## src/rtl/bp_table_ctrl.sv

```systemverilog
// bp_table_ctrl: pattern-history table of 2-bit saturating branch counters.
// The table does one operation per cycle. That operation is a lookup read or a
// read-modify-write that drains one queued update. Resolved-branch updates wait in
// a small FIFO. After reset or flush, an init sweep writes INIT_VAL to every entry.
// Traffic is not accepted until the sweep completes.
//
// Ports:
//   clk, rst_n                  clock, async active-low reset
//   flush                       drop queued updates, restart the init sweep
//   lookup_valid/ready/idx      fetch-side read request
//   pred_valid, pred_taken      prediction, one cycle after an accepted lookup
//   upd_valid/ready/idx/taken   resolve-side update request (enqueued)
//   busy                        init sweep in progress
module bp_table_ctrl #(
  parameter int         IDX_W      = 6,
  parameter int         FIFO_DEPTH = 4,
  parameter logic [1:0] INIT_VAL   = 2'b11
) (
  input  logic             clk,
  input  logic             rst_n,
  input  logic             flush,
  input  logic             lookup_valid,
  output logic             lookup_ready,
  input  logic [IDX_W-1:0] lookup_idx,
  output logic             pred_valid,
  output logic             pred_taken,
  input  logic             upd_valid,
  output logic             upd_ready,
  input  logic [IDX_W-1:0] upd_idx,
  input  logic             upd_taken,
  output logic             busy
);
  localparam int ENTRIES = 1 << IDX_W;
  localparam int FP_W    = $clog2(FIFO_DEPTH);
  localparam int CNT_W   = FP_W + 1;

  typedef enum logic {S_INIT, S_RUN} state_t;

  state_t state, state_nxt;
  logic [IDX_W-1:0] ptr;

  logic [1:0] tbl [ENTRIES];

  // update queue: circular buffer, pointers wrap naturally (depth is 2**n)
  logic [IDX_W-1:0] q_idx [FIFO_DEPTH];
  logic             q_tkn [FIFO_DEPTH];
  logic [FP_W-1:0]  wr_ptr, rd_ptr;
  logic [CNT_W-1:0] count;

  logic run, fifo_full, fifo_empty;
  logic lk_fire, enq, drain;
  logic [IDX_W-1:0] head_idx;
  logic             head_tkn;
  logic [1:0]       head_ctr, ctr_nxt;

  assign run        = (state == S_RUN);
  assign fifo_full  = (count == CNT_W'(FIFO_DEPTH));
  assign fifo_empty = (count == '0);

  assign lookup_ready = run && !fifo_full;
  assign upd_ready    = run && !fifo_full;
  assign busy         = (state == S_INIT);

  // flush wins over everything: nothing is accepted or drained in that cycle
  assign lk_fire = lookup_valid && lookup_ready && !flush;
  assign enq     = upd_valid && upd_ready && !flush;
  // a full queue steals the table port; otherwise lookups take priority
  assign drain   = run && !flush && (fifo_full || (!lk_fire && !fifo_empty));

  assign head_idx = q_idx[rd_ptr];
  assign head_tkn = q_tkn[rd_ptr];
  assign head_ctr = tbl[head_idx];

  always_comb begin
    ctr_nxt = head_ctr;
    if (head_tkn) begin
      if (head_ctr != 2'b11) ctr_nxt = head_ctr + 2'b01;
    end else begin
      if (head_ctr != 2'b00) ctr_nxt = head_ctr - 2'b01;
    end
  end

  always_comb begin
    state_nxt = state;
    if (flush)                                       state_nxt = S_INIT;
    else if (state == S_INIT && ptr == {IDX_W{1'b1}}) state_nxt = S_RUN;
  end

  always_ff @(posedge clk or negedge rst_n) begin
    if (!rst_n) begin
      state <= S_INIT;
      ptr   <= '0;
    end else begin
      state <= state_nxt;
      if (flush)                 ptr <= '0;
      else if (state == S_INIT)  ptr <= ptr + 1'b1;
    end
  end

  always_ff @(posedge clk or negedge rst_n) begin
    if (!rst_n) begin
      wr_ptr <= '0;
      rd_ptr <= '0;
      count  <= '0;
    end else if (flush) begin
      wr_ptr <= '0;
      rd_ptr <= '0;
      count  <= '0;
    end else begin
      if (enq)   wr_ptr <= wr_ptr + 1'b1;
      if (drain) rd_ptr <= rd_ptr + 1'b1;
      case ({enq, drain})
        2'b10:   count <= count + 1'b1;
        2'b01:   count <= count - 1'b1;
        default: count <= count;
      endcase
    end
  end

  always_ff @(posedge clk) begin
    if (enq) begin
      q_idx[wr_ptr] <= upd_idx;
      q_tkn[wr_ptr] <= upd_taken;
    end
  end

  // The table has no reset. The sweep defines every entry before the first read.
  always_ff @(posedge clk) begin
    if (state == S_INIT) tbl[ptr]      <= INIT_VAL;
    else if (drain)      tbl[head_idx] <= ctr_nxt;
  end

  always_ff @(posedge clk or negedge rst_n) begin
    if (!rst_n) begin
      pred_valid <= 1'b0;
      pred_taken <= 1'b0;
    end else begin
      pred_valid <= lk_fire;
      if (lk_fire) pred_taken <= tbl[lookup_idx][1];
    end
  end

endmodule

```

## config.mk

```make
export PLATFORM = sky130hd
export DESIGN_NAME = bp_table_ctrl
export DESIGN_NICKNAME = d
export VERILOG_FILES = /design/src/rtl/bp_table_ctrl.sv
export SDC_FILE = /design/constraint.sdc
export NUM_CORES = 1
export LEC_CHECK = 0
export CAP_MARGIN = 20
export CORE_MARGIN = 4
export CORE_UTILIZATION = 56
export DETAILED_ROUTE_END_ITERATION = 8
export PLACE_DENSITY = 0.87
export SLEW_MARGIN = 20
export SYNTH_ARGS = -nofsm -noshare
export SYNTH_HDL_FRONTEND = slang
export SYNTH_SLANG_ARGS = --single-unit
```

## constraint.sdc

```tcl
create_clock -name clk -period 4.6 [get_ports clk]
set_input_delay 0.46 -clock clk [delete_from_list [all_inputs] [get_ports clk]]
set_output_delay 0.46 -clock clk [all_outputs]
set_load 0.02 [all_outputs]
```

==> flow_results.org <==
** GRT
- The number of global-route vias before repair came to 5161.
- The first global-routing pass estimated 29.07 mm of wire.
- Leftover overflow at the end of global routing :: 0
- Tot GR Track Use :: 23.68%
- Number of antenna violations at the first check in global routing :: 0
- Entering global routing, the biggest net connects 45 pins.

** Placed design
- In this run, placement finished with an instance count of 759.
- Count of buffers inserted at the top-level ports :: 22
- Detailed placement ended at an HPWL of 12.64 mm.
- Final weighted congestion in routability-driven placement :: 0.9216
- OpenSTA, run right after detailed placement, puts the worst setup slack at 0.8366 ns.

** Floorplan
- Die boundary height :: about 130 um
- The core region is 0.01404 mm2.
- Initial core utilization :: 57.94%
- Total number of placement rows :: 43
- Area of the die :: 0.01652 mm2
- In this run the count of I/O pins placed on the die edge is 23.
- The die is 128.5 um wide.

** Layout
- Non-filler cells in the finished layout :: 790
- Filler Cell Count :: 959
- # diodes :: 0
- Number of nets at the end of the flow :: between 600 and 700
- Cells with a size suffix above 1 make up 12.30% of the layout.
- Relative to the synthesized area, the layout overhead comes to 11.92%.

** Clock tree
- In this run, post-CTS hold repair placed 0 buffers.
- Clock Sink Count :: 172
- The clock tree synthesis step divided the H-tree into 4 levels.
- Postcts setup bufs :: 0
- TritonCTS clock tree :: done
- Clock input transition at the sequential cells of the worst setup and hold paths :: approximately 0.07 ns
- The tree is rooted in a sky130_fd_sc_hd__clkbuf_16.
- Latest clock arrival within the worst-skew pair :: 0.44 ns
- Clock buffer count from CTS :: 17
- Number of buffers on the longest clock path :: 2
- # resized after CTS :: 0

** Routing
- Length of the first detailed-routing pass in iterations :: 6
- In this run, the number of DRC markers left after iteration 0 of detailed routing was around 740.
- The final route contains slightly above 5000 vias.
- Summed over all layers, the routed wires come to 18.55 mm.
- Detailed-route wire length per cell :: 23.47 um
- Residual antenna-violating net count after detailed routing :: 0
- Via density :: ~6.4
- Total DRC errors in the routed layout :: 0

** Power
- Cell-internal power :: 2.569 mW
- Combinational power share :: ~3.0%
- Of the total power, the share spent switching nets is 20.00%.
- NetSw :: 0.6423 mW
- Power density of the placed cells :: around 350 mW/mm2
- IR analysis of the VDD net gives a maximum drop of 0.0002534 V.
- Portion of total power attributed to the clock network :: 44.2%
- Sequential Power Share :: 52.8%
- Leakage :: 3.400 nW

** Timing
- In this run the tightest slew margin relative to its limit is 47.56%.
- Setup violations remaining at the end of the flow were counted as 0.
- Counting I/O delays and the setup requirement, the final critical path takes 3.830 ns.
- Setup slack closes at 0.7702 ns.
- The number of max-slew violations in the final report was 0.
- Number of hold violations in the final report :: 0
- Highest achievable clock rate :: 261.1 MHz
- In the final timing run, aggregate negative setup slack is 0 ns.
- Clock Skew :: 0.01047 ns
- Setup repair after global routing left no endpoint under its margin.
- For the pin with the worst max-slew slack, the measured transition is between 0.7 and 0.8 ns.
- Period utilisation layout :: a little over four fifths
- Tightest hold margin :: 0.4620 ns

** Synthesis
- Synth Instances :: 577
- Counting distinct cell types in the post-synthesis netlist gives 51.
- Number of synthesis warnings :: 0
- Number of flip-flops and latches in the synthesized netlist :: 172
- The synthesized design devotes to its leading area cell type 57.57% of total area.
- Synthesized Nets :: 601
- Mean Syn Cell Area :: 14.10 um2
- The synthesized design contains 156 enable-type register cells.
- Post-synthesis sequential area ratio :: approximately 62%
- For this run, the leading register cell type out of synthesis is sky130_fd_sc_hd__edfxtp_1.
- The largest total area in the synthesized netlist belongs to sky130_fd_sc_hd__edfxtp_1.
- The commonest cells after synthesis are sky130_fd_sc_hd__edfxtp_1, sky130_fd_sc_hd__nor2_1, sky130_fd_sc_hd__mux2i_1.
- In the post-synthesis netlist, the biggest area contributors are sky130_fd_sc_hd__edfxtp_1, sky130_fd_sc_hd__mux2i_1, sky130_fd_sc_hd__mux4_2.
- The cell area that synthesis handed to floorplanning was 0.008137 mm2.
- After synthesis, the share of flip-flops with an asynchronous set or reset is 9.302%.
- sky130_fd_sc_hd__edfxtp_1 is the most common cell in the netlist.

** Worst setup path
- Counting cells, the worst reg-to-reg path comes to 10.
- Type of the worst setup path :: register to register
- Startpoint type of the worst setup path :: register
- Across all register-to-register paths, the minimum setup slack is between 0.7 and 0.8 ns.
- The signal on the critical path passes through mux4_2 > buf_4 > mux2i_1 > a22oi_1 > a211oi_1 > a31oi_1 > a41oi_1 > o211a_1 > o21ai_4 > buf_12.
- Largest driver fanout on the critical path :: 44
- The worst register-to-register path begins at rd_ptr[0].
- At the worst endpoint, the required time is 4.86 ns.
- Worst setup path startpoint :: rd_ptr[0]
- Element type at the critical path end :: register
- The slowest stage of the critical path belongs to the cell sky130_fd_sc_hd__mux4_2.
- Max incr delay on CP :: 0.69 ns
- Data arrival at the endpoint of the critical path :: 4.09 ns
- End of the worst register-to-register path :: tbl[39][1]
- The most critical setup path has its endpoint at tbl[39][1].

** Job
- Count of maximum capacitance violations :: 0

** Outcome
- The run finished with clean final reports.

** Hold path
- In this run the worst hold path is classified as input pin to async pin.
==> power by group through the flow <==
| stage | sequential, mW | combinational [mW] | clock, mW |
|---|---|---|---|
| finish | 1.69 | 0.0972 | 1.42 |
| global route | 1.69 | 0.103 | 1.50 |
| CTS | 1.69 | 0.0951 | 1.43 |
| detailed placement | 1.73 | 0.0943 | 0 |
| global placement | 1.73 | 0.0914 | 0 |
| floorplan | 1.73 | 0.0498 | 0 |
==> layout by cell type (no fill, tap or decap), drive strengths merged, types with 2 or more instances in the layout <==
master         Yosys  routed
clkinvlp           0       3
mux2i             87      87
o21ai              9       9
nor2b              7       7
a22oi              5       5
a211o              2       2
mux2               5       5
buf               20       9
a21oi              8       8
a21o               2       2
edfxtp           156     156
bufinv             0       3
nand4              6       6
nand3b             2       2
clkbuf             9      18
xnor2              4       4
and3               2       2
clkdlybuf4s50      0      22
mux4              28      28
and2               9       9
ha                 5       5
dfrtp             16      16
a211oi             4       4
nand2             48      48
xor2               3       3
nand3             21      21
or3                2       2
a32oi              7       7
clkinv             0       7
inv                4       4
nor2              91      91
==> per-stage QoR <==
stage	util (%)	cell area [um2]	power, mW
after CTS	64.85	9106	3.215
after detailed placement	60.71	8526	1.822
after floorplan	-	8137	1.776
after global placement	60.71	8526	1.818
after global routing	64.85	9106	3.297
final	64.85	9106	3.212
==> layout make-up <==
class                      count  area (um2)  share of cell area, %
timing repair buffer          31       300.3                  3.298
multi-input combinational    372        2900                  31.85
tap                          180       225.2                  2.473
clock buffer                  18       429.2                  4.713
sequential                   172        5085                  55.84
inverter                       4       15.01                 0.1649
clock inverter                13       151.4                  1.663
==> critical path, delay by kind of cell, from the launching register on <==
| family | cells | cell delay, ns |
|---|---|---|
| muxes | 2 | 0.87 |
| AOI/OAI and AO/OA | 6 | 1.46 |
| DFF | 1 | 0.67 |
| buffers and inverters | 2 | 0.61 |
==> layer usage <==
metal / global-route usage (%) / share of wire (%) / up-vias
met4: 9.080 / 3.1 / 0
met5: 0 / 0 / -
met2: 38.83 / 50 / 307
li1: - / - / 2238
met3: 6.932 / 11 / 48
met1: 30.12 / 37 / 2498
==> registers in the layout, indices dropped and copies added, names as in the netlist <==
register and cells:
count 3, run 1, ptr 6, rd_ptr 2, wr_ptr 2, tbl 128, q_tkn 4, pred_valid 1
pred_taken 1, q_idx 24
==> worst min-delay path by stage <==
stage	to	cells past startpoint	slack [ns]	startpoint
final	run	1	0.46	rst_n
after global routing	pred_taken	1	0.50	rst_n
after CTS	pred_valid	1	0.46	rst_n
after detailed placement	pred_taken	1	0.52	pred_taken
after global placement	pred_taken	1	0.50	pred_taken
after floorplan	count[0]	0	0.16	rst_n
==> cell families (layout without fill, tap and decap cells) <==
| family | after synthesis | count (layout) | share of synthesized area (%) |
|---|---|---|---|
| AND/OR/NAND/NOR | 193 | 193 | 10.38 |
| flip-flops | 172 | 172 | 62.49 |
| multiplexers | 120 | 120 | 19.14 |
| AO/OA/AOI/OAI | 46 | 46 | 4.121 |
| buffers and inverters | 33 | 66 | 2.091 |
| XOR/XNOR | 7 | 7 | 0.7535 |
| adder cells (fa/ha/maj) | 6 | 6 | 1.015 |
Power figures use the tool's default switching activity.
